**src/rtl/captura_yuv422.sv**
```systemverilog
// OV7670 YCbCr 4:2:2 capture front end: turns the camera byte stream into
// one strobed pixel (Y plus the pair's shared Cb/Cr) with x/y coordinates.
module captura_yuv422 #(
  parameter int H_RES = 640,
  parameter int V_RES = 480,
  parameter int ORDER = 0,
  parameter int XW    = 10,
  parameter int YW    = 9
) (
  input  logic          PCLK,
  input  logic          rst_n,
  input  logic          VSYNC,
  input  logic          HREF,
  input  logic [7:0]    D,
  output logic          e_pix,
  output logic [7:0]    Y,
  output logic [7:0]    Cb,
  output logic [7:0]    Cr,
  output logic [XW-1:0] x,
  output logic [YW-1:0] y,
  output logic          frame_start,
  output logic          frame_done,
  output logic          err
);

  localparam logic [XW-1:0] L_HMAX = XW'(H_RES);
  localparam logic [YW-1:0] L_VMAX = YW'(V_RES);

  logic [7:0]    r_d;
  logic          r_href, r_vsync, r_hrefD, r_vsyncD;
  logic          r_inFrame;
  logic [1:0]    r_phase;
  logic [7:0]    r_cb, r_cr, r_y0, r_y1;
  logic          r_p1Pend;
  logic [XW-1:0] r_x;
  logic [YW-1:0] r_y;
  logic          r_sVld;
  logic [7:0]    r_sY, r_sCb, r_sCr;
  logic [XW-1:0] r_sX;
  logic [YW-1:0] r_sLine;

  logic       w_vsFall, w_vsRise, w_hrefFall, w_accept;
  logic       w_req;
  logic [7:0] w_reqY, w_reqCr;

  assign w_vsFall   = r_vsyncD & ~r_vsync;
  assign w_vsRise   = ~r_vsyncD & r_vsync;
  assign w_hrefFall = r_hrefD & ~r_href;
  assign w_accept   = r_inFrame & ~r_vsync & r_href;

  always_ff @(posedge PCLK or negedge rst_n) begin
    if (!rst_n) begin
      r_d      <= '0;
      r_href   <= 1'b0;
      r_vsync  <= 1'b0;
      r_hrefD  <= 1'b0;
      r_vsyncD <= 1'b0;
    end else begin
      r_d      <= D;
      r_href   <= HREF;
      r_vsync  <= VSYNC;
      r_hrefD  <= r_href;
      r_vsyncD <= r_vsync;
    end
  end

  // A deferred YUYV pixel1 always wins: that cycle's byte is a phase-0 byte, which never emits.
  always_comb begin
    w_req   = 1'b0;
    w_reqY  = r_y0;
    w_reqCr = r_cr;
    if (r_p1Pend) begin
      w_req  = 1'b1;
      w_reqY = r_y1;
    end else if (w_accept) begin
      if (ORDER == 0) begin
        if (r_phase == 2'd2) begin
          w_req   = 1'b1;
          w_reqCr = r_d;
        end else if (r_phase == 2'd3) begin
          w_req  = 1'b1;
          w_reqY = r_d;
        end
      end else if (r_phase == 2'd3) begin
        w_req   = 1'b1;
        w_reqCr = r_d;
      end
    end
  end

  always_ff @(posedge PCLK or negedge rst_n) begin
    if (!rst_n) begin
      r_inFrame   <= 1'b0;
      r_phase     <= 2'd0;
      r_cb        <= '0;
      r_cr        <= '0;
      r_y0        <= '0;
      r_y1        <= '0;
      r_p1Pend    <= 1'b0;
      r_x         <= '0;
      r_y         <= '0;
      r_sVld      <= 1'b0;
      r_sY        <= '0;
      r_sCb       <= '0;
      r_sCr       <= '0;
      r_sX        <= '0;
      r_sLine     <= '0;
      frame_start <= 1'b0;
      frame_done  <= 1'b0;
      err         <= 1'b0;
    end else begin
      r_sVld      <= 1'b0;
      r_p1Pend    <= 1'b0;
      frame_start <= 1'b0;
      frame_done  <= 1'b0;
      if (w_vsFall) begin
        frame_start <= 1'b1;
        r_inFrame   <= 1'b1;
        r_x         <= '0;
        r_y         <= '0;
        r_phase     <= 2'd0;
        err         <= 1'b0;
      end else if (w_vsRise) begin
        r_phase <= 2'd0;
        if (r_inFrame) begin
          frame_done <= 1'b1;
          r_inFrame  <= 1'b0;
          if (r_href || (r_phase != 2'd0)) err <= 1'b1;
        end
      end else if (r_inFrame && !r_vsync) begin
        if (w_req) begin
          if ((r_x < L_HMAX) && (r_y < L_VMAX)) begin
            r_sVld  <= 1'b1;
            r_sY    <= w_reqY;
            r_sCb   <= r_cb;
            r_sCr   <= w_reqCr;
            r_sX    <= r_x;
            r_sLine <= r_y;
          end else begin
            err <= 1'b1;
          end
          if (r_x < L_HMAX) r_x <= r_x + XW'(1);
        end
        if (w_accept) begin
          r_phase <= r_phase + 2'd1;
          if (ORDER == 0) begin
            case (r_phase)
              2'd0:    r_cb <= r_d;
              2'd1:    r_y0 <= r_d;
              2'd2:    r_cr <= r_d;
              default: ;
            endcase
          end else begin
            case (r_phase)
              2'd0: r_y0 <= r_d;
              2'd1: r_cb <= r_d;
              2'd2: r_y1 <= r_d;
              default: begin
                r_cr     <= r_d;
                r_p1Pend <= 1'b1;
              end
            endcase
          end
        end
        // Line end is applied last so it overrides the x increment of a pending pixel1.
        if (w_hrefFall) begin
          r_x     <= '0;
          r_phase <= 2'd0;
          if (r_y < L_VMAX) r_y <= r_y + YW'(1);
          if (r_phase != 2'd0) err <= 1'b1;
        end
      end else begin
        r_phase <= 2'd0;
      end
    end
  end

  always_ff @(posedge PCLK or negedge rst_n) begin
    if (!rst_n) begin
      e_pix <= 1'b0;
      Y     <= '0;
      Cb    <= '0;
      Cr    <= '0;
      x     <= '0;
      y     <= '0;
    end else begin
      e_pix <= r_sVld;
      if (r_sVld) begin
        Y  <= r_sY;
        Cb <= r_sCb;
        Cr <= r_sCr;
        x  <= r_sX;
        y  <= r_sLine;
      end
    end
  end

endmodule

```
**config.mk**
```make
export PLATFORM = sky130hd
export DESIGN_NAME = captura_yuv422
export DESIGN_NICKNAME = d
export VERILOG_FILES = /design/src/rtl/captura_yuv422.sv
export SDC_FILE = /design/constraint.sdc
export NUM_CORES = 1
export LEC_CHECK = 0
export ABC_AREA = 1
export ABC_CLOCK_PERIOD_IN_PS = 1700
export BUFFER_PORTS_ARGS = -buffer_cell sky130_fd_sc_hd__buf_2
export CORE_UTILIZATION = 53
export CTS_CLUSTER_SIZE = 8
export DETAILED_ROUTE_END_ITERATION = 12
export GPL_TIMING_DRIVEN = 0
export HOLD_SLACK_MARGIN = 0.05
export PLACE_DENSITY = 0.78
export SYNTH_ARGS = -nofsm -noshare
export SYNTH_HDL_FRONTEND = slang
export SYNTH_SLANG_ARGS = --single-unit
```
**constraint.sdc**
```tcl
create_clock -name PCLK -period 1.7 [get_ports PCLK]
set_input_delay 0.255 -clock PCLK [delete_from_list [all_inputs] [get_ports PCLK]]
set_output_delay 0.255 -clock PCLK [all_outputs]
set_load 0.02 [all_outputs]
```
# Yosys cells after proc, flatten, opt, wreduce, memory -nomap -nowiden
# Cells that the tools add are included.
# classes
add_sub_neg,3
magnitude_cmp,2
n_eq_ne,7
mux,44
bitwise,10
n_reduce_logical,20
# op_table
cell,count
$mux W10,6
$mux W9,5
$mux W8,5
$mux W1,23
$reduce_and A5 Y1,3
$add A10 B1 Y10 const B,1
$lt A10 B10 Y1 const B,1
$mux W2,5
$reduce_bool A2 Y1,5
$add A9 B1 Y9 const B,1
$lt A9 B9 Y1 const B,1
$reduce_bool A3 Y1,3
$reduce_and A4 Y1,2
$reduce_and A3 Y1,2
$and A1 B1 Y1,5
$ne A5 B5 Y1 const B,1
$not A1 Y1,5
$eq A2 B2 Y1 const B,2
$ne A3 B2 Y1 const B,1
$ne A3 B3 Y1 const B,1
$add A2 B1 Y2 const B,1
$eq A2 B1 Y1 const B,1
$logic_and A1 B1 Y1,2
$logic_not A2 Y1,1
other kinds (3),3
# word_totals
regBits,149
inputBits,12
output_inout_bits,47
elab_cells,113

# Logic depth before layout (Yosys ltp)
# Gate-level depths: netlist (run 1).
# logic_depth
word_depth,10
ltp_mapped,12
mapped_depth_nobuf,11

# Least setup slack after synthesis (run 1)
# Ideal clock, no wire load.
# synth_path
path_kind,reg2reg
from,register r_vsync
to,register r_y0[5]
setup_ns,0.126
t_arrival_ns,1.627
required_time_ns,1.574
path_slack_ns,-0.053
path_stages_with_launch,10
n_path_buf,2
period_less_slack_ns,1.753
cell_sequence,dfrtp_1 > inv_1 > ha_1 > nand2_1 > nor2_1 > buf_4 > nand3_1 > buf_2 > nand2_1 > o21ai_0
# synth_via
elab_chain_cells,4
elab_cells_between_ends,10
# synth_rtl
item,line,source
from (decl),30,"logic r_href, r_vsync, r_hrefD, r_vsyncD;"
from (signal assigned),55,r_vsync <= 1'b0;
from (signal assigned),61,r_vsync <= VSYNC;
$not A1 Y1,"46, 49",
$and A1 B1 Y1 (on tied branches),"49, 46",
$and A1 B1 Y1 / $not A1 Y1 (equally long branches),--,
$reduce_and A5 Y1 (no line) (*),--,
to (signal assigned),149,2'd1: r_y0 <= r_d;
to (signal assigned),155,2'd0: r_y0 <= r_d;
to (decl),33,"logic [7:0] r_cb, r_cr, r_y0, r_y1;"
# Every way passes the cells marked *; elsewhere a longest branch is shown, timed or not.
# A chain may end at the register's enable or synchronous reset.

# Worst setup path after layout (run 1)
# layout_path
from,register r_phase[0]
to,register r_sCr[0]
# layout_via
elab_chain_cells,5
elab_cells_between_ends,8
# layout_rtl
item,line,source
from (decl),32,logic [1:0] r_phase;
from (signal assigned),145,r_phase <= r_phase + 2'd1;
$eq A2 B2 Y1,--,
$mux W1,80,end else if (r_phase == 2'd3) begin
$mux W1,77,if (r_phase == 2'd2) begin
$mux W1,75,end else if (w_accept) begin
$reduce_and A5 Y1 (no line),--,
to (signal assigned),136,r_sCr <= w_reqCr;
to (decl),38,"logic [7:0] r_sY, r_sCb, r_sCr;"
# Parallel ways exist; a longest one is shown, timed or not.

==> summary.md, run 1 <==
| Metric | Value |
|---|---|
| RSZ-0062 raised after global routing | `true` |
| Sink Count | `149` |
| CTS Buf Count | `17` |
| Die Height | `111 um` |
| CTS root buf | `clkbuf_16` |
| Final net count | `792` |
| Met3 WL | `726 um` |
| Mapped cell area | `0.00624 sq mm` |
| Clock Path Buffers | `2` |
| # IOs | `59` |
| Core ar. | `0.0115 sq mm` |
| Final Hold Fails | `0` |
| Max-Cap Viols | `0` |
| DR vias | `5067` |
| Layout area overhead | `32.1%` |
| Starting Density | `54.5%` |
| Routed wl met2 | `8330 um` |
| Synth Area in Simple Gates | `19.8%` |
| CP max-delay cell | `dfrtp_1` |
| Slew @ Worst Pin | `806 ps` |
| Clock-pin slew on the worst setup and hold paths | `60 ps` |
| Final wirelength | `16000 um` |
| WHS | `380 ps` |
| Unique masters post-synth | `27` |
| First-pass DRT Iterations | `5` |
| Compound-Gate Fraction of Synth Area | `5.91%` |
| Critical Path Sink Type | `register` |
| Async S/R FF share, synth | `100%` |
| Drt via density | `5.47` |
| Cells after Synth | `645` |
| # setup viols final | `42` |
| Filler cells | `744` |
| Largest cells by area after synthesis | `dfrtp_1 (60%), nand2_1 (14%), mux2_2 (7.8%), o21ai_0 (4.6%), inv_1 (2.4%)` |
| Power Dens Cells | `1010 mW/mm^2` |
| EDFF count, synth | `0` |
| Leak | `4.32 nW` |
| Vias in the first global route | `4828` |
| DP Wirelength | `8930 um` |
| Final Critical Period | `1780 ps` |
| Commonest cells in the netlist | `nand2_1 (232), dfrtp_1 (149), o21ai_0 (58), mux2_2 (43), inv_1 (40)` |
| I/O Buffers | `58` |
| DRT antenna net count | `0` |
| Largest net degree at the start of global routing | `89` |
| Synthesized Nets | `665` |
| Top layer in use | `met4` |
| Max Freq | `561 MHz` |
| Clk_skew | `12.3 ps` |
| Drt wl/cell | `17.3 um` |
| M1 wire length | `6290 um` |
| Setup ws final | `-81.1 ps` |
| Worst Hold Class | `register to register` |
| Final Slew Violations | `0` |
| N_diodes | `0` |
| Global-route wire length before repair | `23300 um` |
| CP Launch Type | `register` |
| CTS tree | `yes` |
| CP Class | `register to register` |
| Synth Register Bits | `149` |
| Share of the synthesized area in the top cell type | `59.7%` |
| H-tree depth | `4` |
| Crit path DAT | `2100 ps` |
| Cell with the most instances after synthesis | `nand2_1` |
| Peak VDD IR | `0.00134 V` |
| Failing checks | `setup timing` |
| Mux share of post-synthesis cell area | `7.75%` |
| Status | `finished with violations` |
| Post-synthesis xor/xnor area fraction | `0.421%` |
| Placer Congestion | `0.853` |
| Period Utilization, post-route | `105%` |
| Die X | `111 um` |
| Gr ovfl total | `0` |
| Worst path max stage delay | `420 ps` |
| Critical path, cell by cell | `inv_2 -> ha_4 -> inv_2 -> nand2_2 -> nand3_4 -> inv_4 -> nand3_4 -> buf_12 -> clkbuf_16 -> nand2_2 -> nand2_1` |
| Req. time, crit path | `2020 ps` |
| Critical path fanouts, max | `5` |
| DR iter-0 viols | `352` |
| Dpl ws | `-324 ps` |
| Adder-cell share of the synthesized area | `1.60%` |
| Largest family of logic cells by synthesized area | `simple AND/OR/NAND/NOR gates` |
| Area leader, netlist | `dfrtp_1` |
| Worst rel slew slack | `46.3%` |
| Row count | `39` |
| Worst skew pair latency | `430 ps` |
| Mean Syn Cell Area | `9.68 sq um` |
| Full die area | `0.0122 sq mm` |
| YS warnings | `0` |
| DRC Markers | `0` |
| Layout cells sized above 1 | `34.6%` |
| Initial antenna violation count | `0` |
| Tot GR Track Use | `24.5%` |
| Most used flip-flop cell after synthesis | `dfrtp_1` |
| Post-synthesis sequential area ratio | `59.7%` |
## layout make-up
type / instances / area [sq um] / area share [%]
Multi-Input combinational cell: 428 / 2510 / 30.4
Clock buffer: 22 / 474 / 5.75
Buffer: 20 / 191 / 2.32
Clock inverter: 9 / 150 / 1.82
Sequential cell: 149 / 3730 / 45.3
Timing Repair Buffer: 108 / 820 / 9.93
Inverter: 48 / 195 / 2.37
Tap cell: 143 / 179 / 2.17
## timing repair
item / in CTS / in global routing
hold buffers: 11 / 0
buffers inserted: 8 / 24
cloned: 0 / 6
pin swaps: 1 / 29
gates resized for setup: 33 / 111
endpoints found under the setup margin: 109 / 86
endpoints found under the hold margin: 97 / 0
## critical path: cells and delay by family (launching register included)
kind	cells	cell delay, ps
fa+ha+maj	1	180
buf+inv	5	640
flops	1	420
simple gates	5	420
## power by group
part	switching, mW	internal [mW]	total, mW
Combinational	0.306	0.199	0.505
Sequential	0.112	3.68	3.79
Clock	1.44	2.56	4.00
## stage by stage
step / instances / TNS [ps] / instance area (sq um) / util, % / total power, mW
finish: 927 / -1910 / 8250 / 71.9 / 8.30
global route: 927 / -5490 / 8250 / 71.9 / 8.56
CTS: 897 / -88.1 / 7650 / 66.7 / 8.21
detailed placement: 847 / -18580 / 6760 / 58.9 / 4.23
global placement: 846 / -252160 / 6720 / 58.6 / 4.20
floorplan: 645 / 0 / 6250 / - / 4.05
## layout by cell type (no fill, tap or decap), drive strengths merged, types with 8 or more instances in the layout
cell type	instances
dlygate4sd3	11
clkbuf	33
nor2	27
mux2	43
inv	48
nand3	31
buf	106
o21ai	66
nand2	236
ha	8
dfrtp	149
## path summary, 6_finish.rpt
path                       startpoint  endpoint  slack, ps  cells past startpoint
hold reg to reg                r_sVld     e_pix        380                      0
max in group asynchronous       rst_n      y[6]        450                      3
min in group asynchronous       rst_n  r_sCb[1]        480                      2
hold / removal                 r_sVld     e_pix        380                      0
setup reg to reg           r_phase[0]  r_sCr[0]        -80                     11
setup / recovery           r_phase[0]  r_sCr[0]        -80                     11
## kinds of logic (layout without fill, tap and decap cells)
| logic type | after synthesis | count (layout) |
|---|---|---|
| compound gates | 71 | 71 |
| mux | 43 | 43 |
| xor+xnor | 3 | 3 |
| simple gates | 303 | 303 |
| flops | 149 | 149 |
| fa+ha+maj | 8 | 8 |
| buf+inv | 68 | 207 |
## sequential cells by signal, summed over array words and instances, names as in the netlist, 2 cells and up
register / flops
r_sCb: 8
Y: 8
r_d: 8
r_y: 9
r_sLine: 9
y: 9
r_sY: 8
r_cb: 8
r_sX: 10
Cr: 8
r_y0: 8
r_cr: 8
x: 10
r_x: 10
r_phase: 2
r_sCr: 8
Cb: 8
## metal layers
| metal | vias to the layer above | global-route usage [%] |
|---|---|---|
| li1 | 2322 | - |
| met1 | 2502 | 28.7 |
| met2 | 185 | 42.2 |
| met3 | 58 | 6.92 |
| met4 | 0 | 10.2 |
| met5 | - | 0 |
No activity file was read; power rests on OpenSTA's default activity.
==> inputs of run 2 (changes only) <==
Settings changed: ABC_CLOCK_PERIOD_IN_PS 1700 to 1500.
Clock period 1.7 ns to 1.5 ns, I/O delays scaled along.
==> summary.md, run 2 (synthesis results as in run 1) <==
| Metric | Value |
|---|---|
| Status | `finished with violations` |
| Failing checks | `setup timing` |
| Hold Path Origin | `r_sVld` |
| Leak | `4.64 nW` |
| Starting Density | `54.5%` |
| Most common cell after layout, fill and taps aside | `dfrtp_1` |
| Period Utilization, post-route | `117%` |
| Dpl cell area | `0.00680 sq mm` |
| Peak VDD IR | `0.00112 V` |
| Max-Cap Viols | `0` |
| Commonest non-fill, non-tap cells in the layout | `dfrtp_1 (146), nand2_1 (138), nand2_2 (68)` |
| N_diodes | `0` |
| Clk_skew | `17.7 ps` |
| CTS tree | `yes` |
| Filler cells | `578` |
| Initial antenna violation count | `0` |
| Final Slew Violations | `0` |
| Largest net degree at the start of global routing | `90` |
| Met1 usage | `33.1%` |
| DR vias | `5512` |
| Clock-pin slew on the worst setup and hold paths | `70 ps` |
| Row count | `39` |
| Sink Count | `149` |
| Worst Reg-to-Reg Cells | `7` |
| Drt via density | `5.80` |
| H-tree depth | `4` |
| Clock Path Buffers | `2` |
| Layout cells sized above 1 | `48.5%` |
| Vias in the first global route | `5451` |
| First-pass DRT Iterations | `5` |
| Final wirelength | `18700 um` |
| Slew @ Worst Pin | `845 ps` |
| CTS Buf Count | `17` |
| Biggest regs | `r_sX (10), r_x (10), x (10)` |
| M3 GR Usage | `6.86%` |
| Final Hold Fails | `0` |
| Hold path endpoint | `e_pix` |
| Setup TNS | `-13490 ps` |
| Placer Congestion | `0.886` |
| R2r setup slk | `-260 ps` |
| Worst rel slew slack | `43.7%` |
| DRT antenna net count | `0` |
| Critical path fanouts, max | `9` |
| # IOs | `59` |
| Drt wl/cell | `19.7 um` |
| RR Startpoint | `r_phase[1]` |
| DP Wirelength | `8940 um` |
| Crit path DAT | `2090 ps` |
| DR iter-0 viols | `467` |
| Worst Hold Class | `register to register` |
| Gr ovfl total | `0` |
| Final Critical Period | `1760 ps` |
| Power Dens Cells | `1020 mW/mm^2` |
| Layout area overhead | `44.7%` |
| Critical Path Sink Type | `register` |
| Die X | `111 um` |
| Global-route wire length before repair | `26800 um` |
| Final net count | `817` |
| I/O Buffers | `58` |
| CTS root buf | `clkbuf_16` |
| Grt met2 use | `48.4%` |
| CP Launch Type | `register` |
| Req. time, crit path | `1840 ps` |
| Reg2reg end | `r_sY[1]` |
| Critical path launch point | `r_phase[1]` |
| Die Height | `111 um` |
| Top Usage Layer GRT | `met2` |
| Max Freq | `569 MHz` |
| Setup ws final | `-258 ps` |
| Worst skew pair latency | `440 ps` |
| RSZ-0062 raised after global routing | `true` |
| Final Cell Area | `0.00903 sq mm` |
| Full die area | `0.0122 sq mm` |
| Hold Crit Depth | `0` |
| Tot GR Track Use | `28.1%` |
| Core ar. | `0.0115 sq mm` |
| DRC Markers | `0` |
| # setup viols final | `90` |
| CP Class | `register to register` |
| Dpl ws | `-410 ps` |
## run 2: cell types whose count changed in the layout (fill, tap and decap cells not counted), sizes merged
cell / before / now
buf: 106 / 134
bufinv: 4 / 2
clkbuf: 33 / 24
clkinv: 3 / 7
clkinvlp: 2 / 4
nand2: 236 / 237
## run 2: area by class of cell
type	count	area (sq um)	area share (%)
buffer	20	244	2.70
clock buffer	17	425	4.71
clock inverter	13	136	1.51
inverter	48	205	2.27
multi-input combinational	429	2990	33.1
sequential	149	3730	41.3
tap	143	179	1.98
timing repair buffer	132	1120	12.4
## run 2: routing by layer
metal	vias up	routed length [um]
met5	-	0
met4	0	898
met3	91	1110
met2	298	9810
met1	2732	6890
li1	2391	-
## run 2: through the flow
| stage | utilization (%) | power [mW] | std cells | hold slack [ps] |
|---|---|---|---|---|
| 3_5_place_dp | 59.3 | 4.81 | 847 | 334 |
| 2_1_floorplan | - | 4.60 | 645 | -70.6 |
| 6_report | 78.8 | 9.25 | 951 | 412 |
| 5_1_grt | 78.8 | 9.52 | 951 | 423 |
| 3_3_place_gp | 59.0 | 4.78 | 846 | 334 |
| 4_1_cts | 73.5 | 9.06 | 936 | 394 |
## run 2: how the worst max path moves through the flow
stage,endpoint,slack [ps],cells past startpoint
3_3_place_gp,r_vsync,-2040,1
5_1_grt,r_sY[1],-350,7
3_5_place_dp,r_sX[5],-410,9
2_1_floorplan,r_cb[6],-30,8
4_1_cts,r_y0[5],-120,9
6_report,r_sY[1],-260,7
## run 2: worst max-delay path, stage by stage, from the launching register on
cell and delay (ps):
dfrtp_1 420, ha_2 220, buf_4 100, nand2_1 220, o21ai_0 390, nand2_1 170
nand2_2 100, nand2_1 50
## run 2: where the power goes
part / total (mW) / internal [mW] / switching [mW] / leakage (nW)
clock network: 4.12 / 2.42 / 1.70 / 0.267
registers: 4.34 / 4.17 / 0.166 / 2.03
logic: 0.790 / 0.329 / 0.460 / 2.34
## run 2: timing repair
item | 4_1_cts | 5_1_grt
gates cloned | 9 | 1
pin swaps | 28 | 34
hold endpoints to repair | 98 | 0
resized for setup | 188 | 135
hold buffers | 11 | 0
setup buffers | 39 | 16
endpoints found under the setup margin | 126 | 100
==> inputs of run 3 (changes only) <==
Settings changed: PLACE_DENSITY 0.78 to 0.74.
==> summary.md, run 3 (synthesis results as in run 1) <==
| Metric | Value |
|---|---|
| # setup viols final | `90` |
| Filler cells | `687` |
| CP Class | `register to register` |
| M3 GR Usage | `7.35%` |
| Gr ovfl total | `0` |
| First-pass DRT Iterations | `5` |
| Final wirelength | `17100 um` |
| Layout area overhead | `40.7%` |
| Sw Ratio | `25.1%` |
| Power Dens Cells | `1040 mW/mm^2` |
| Largest net degree at the start of global routing | `85` |
| N_diodes | `0` |
| Max Freq | `548 MHz` |
| DR vias | `5260` |
| WHS | `346 ps` |
| Clock-pin slew on the worst setup and hold paths | `60 ps` |
| CTS tree | `yes` |
| Most common cell after layout, fill and taps aside | `nand2_1` |
| Worst skew pair latency | `440 ps` |
| Row count | `39` |
| CP Launch Type | `register` |
| Leak | `4.57 nW` |
| Grt met2 use | `46.1%` |
| RR Startpoint | `r_vsync` |
| Final net count | `819` |
| P_sw | `2.30 mW` |
| DR iter-0 viols | `448` |
| Starting Density | `54.5%` |
| Critical path fanouts, max | `8` |
| Vias in the first global route | `5360` |
| Drt wl/cell | `17.9 um` |
| RSZ-0062 raised after global routing | `true` |
| Slew @ Worst Pin | `603 ps` |
| Setup TNS | `-17280 ps` |
| CTS root buf | `clkbuf_16` |
| Top Usage Layer GRT | `met2` |
| DRC Markers | `0` |
| Setup ws final | `-326 ps` |
| Drt via density | `5.51` |
| DRT antenna net count | `0` |
| Period Utilization, post-route | `122%` |
| Crit path DAT | `2160 ps` |
| Critical Path Sink Type | `register` |
| Sequential cell area | `0.00373 sq mm` |
| Initial antenna violation count | `0` |
| Critical path launch point | `r_vsync` |
| Failing checks | `setup timing` |
| Biggest regs | `r_sX (10), r_x (10), x (10)` |
| Multi-input combinational cell area | `0.00278 sq mm` |
| Worst rel slew slack | `59.8%` |
| Clk_skew | `9.92 ps` |
| Met1 usage | `31.1%` |
| Worst Hold Class | `input port to asynchronous set/reset pin` |
| Full die area | `0.0122 sq mm` |
| Die X | `111 um` |
| Placer Congestion | `0.850` |
| Total power | `9.15 mW` |
| Tot GR Track Use | `27.1%` |
| Final Critical Period | `1830 ps` |
| Sink Count | `149` |
| Core ar. | `0.0115 sq mm` |
| Cell count after placement | `847` |
| Post-Layout Cell Count | `955` |
| CTS Buf Count | `17` |
| H-tree depth | `4` |
| Internal power | `6.85 mW` |
| Clock Path Buffers | `2` |
| Commonest non-fill, non-tap cells in the layout | `nand2_1 (165), dfrtp_1 (144), buf_2 (57)` |
| Final Hold Fails | `0` |
| Req. time, crit path | `1830 ps` |
| I/O Buffers | `58` |
| Die Height | `111 um` |
| # IOs | `59` |
| Global-route wire length before repair | `25600 um` |
| Logic pwr share | `8.3%` |
| Status | `finished with violations` |
| Layout cells sized above 1 | `43.8%` |
| Peak VDD IR | `0.00106 V` |
| DP Wirelength | `9040 um` |
| Seq pwr share | `47.2%` |
| Max-Cap Viols | `0` |
| Clock Power Share | `44.6%` |
| Final Slew Violations | `0` |
-- run 3: cell count changes in the layout (fill, tap and decap cells not counted), sizes merged --
cell,delta
clkinv,-2
clkbuf,+8
buf,-2
bufinv,-1
inv,+1
-- run 3: critical path: stages (launching register included) --
cell,delay (ps)
dfrtp_2,440
buf_6,140
nor2_4,250
nand3_4,170
buf_6,160
nor2_4,160
nand2_4,140
buf_6,150
nand3_2,40
nand2_1,50
-- run 3: metrics by stage --
step | area (sq um) | setup slack, ps | utilization, %
finish | 8790 | -326 | 76.6
global route | 8790 | -365 | 76.6
CTS | 8260 | -88.6 | 72.0
detailed placement | 6800 | -462 | 59.3
global placement | 6770 | -2050 | 59.0
floorplan | 6300 | -25.5 | -
-- run 3: power groups by stage --
stage | clock (mW) | combinational [mW] | sequential (mW)
floorplan | 0 | 0.262 | 4.34
global placement | 0 | 0.424 | 4.35
detailed placement | 0 | 0.454 | 4.36
CTS | 4.07 | 0.629 | 4.30
global route | 4.28 | 0.832 | 4.33
finish | 4.08 | 0.757 | 4.32
-- run 3: final cells by class --
| class | count | area share, % |
|---|---|---|
| Inverter | 48 | 2.39 |
| Sequential cell | 149 | 42.5 |
| Timing Repair Buffer | 134 | 12.4 |
| Buffer | 20 | 2.68 |
| Tap cell | 143 | 2.04 |
| Clock buffer | 21 | 5.24 |
| Clock inverter | 11 | 1.15 |
| Multi-Input combinational cell | 429 | 31.6 |
-- run 3: worst paths after layout --
kind	endpoint	slack, ps	cells past startpoint
setup / recovery	r_x[7]	-330	9
hold / removal	Cb[4]	350	2
setup reg to reg	r_x[7]	-330	9
hold reg to reg	e_pix	400	0
max in group asynchronous	r_vsync	310	3
min in group PCLK	e_pix	400	0
-- run 3: repair_timing --
item / 4_1_cts / 5_1_grt
setup endpoints to repair: 127 / 114
cloned: 5 / 4
endpoints found under the hold margin: 75 / 0
setup buffers: 41 / 16
pin swaps: 26 / 43
gates resized for setup: 131 / 115
hold buffers: 11 / 0
-- run 3: routing by layer --
metal  routed length, um  vias to the layer above  part of all wire [%]
met5                   0                        -                     0
met4                 806                        0                   4.7
met3                 796                       67                   4.7
met2                9030                      184                    53
met1                6430                     2627                    38
li1                    -                     2382                     -
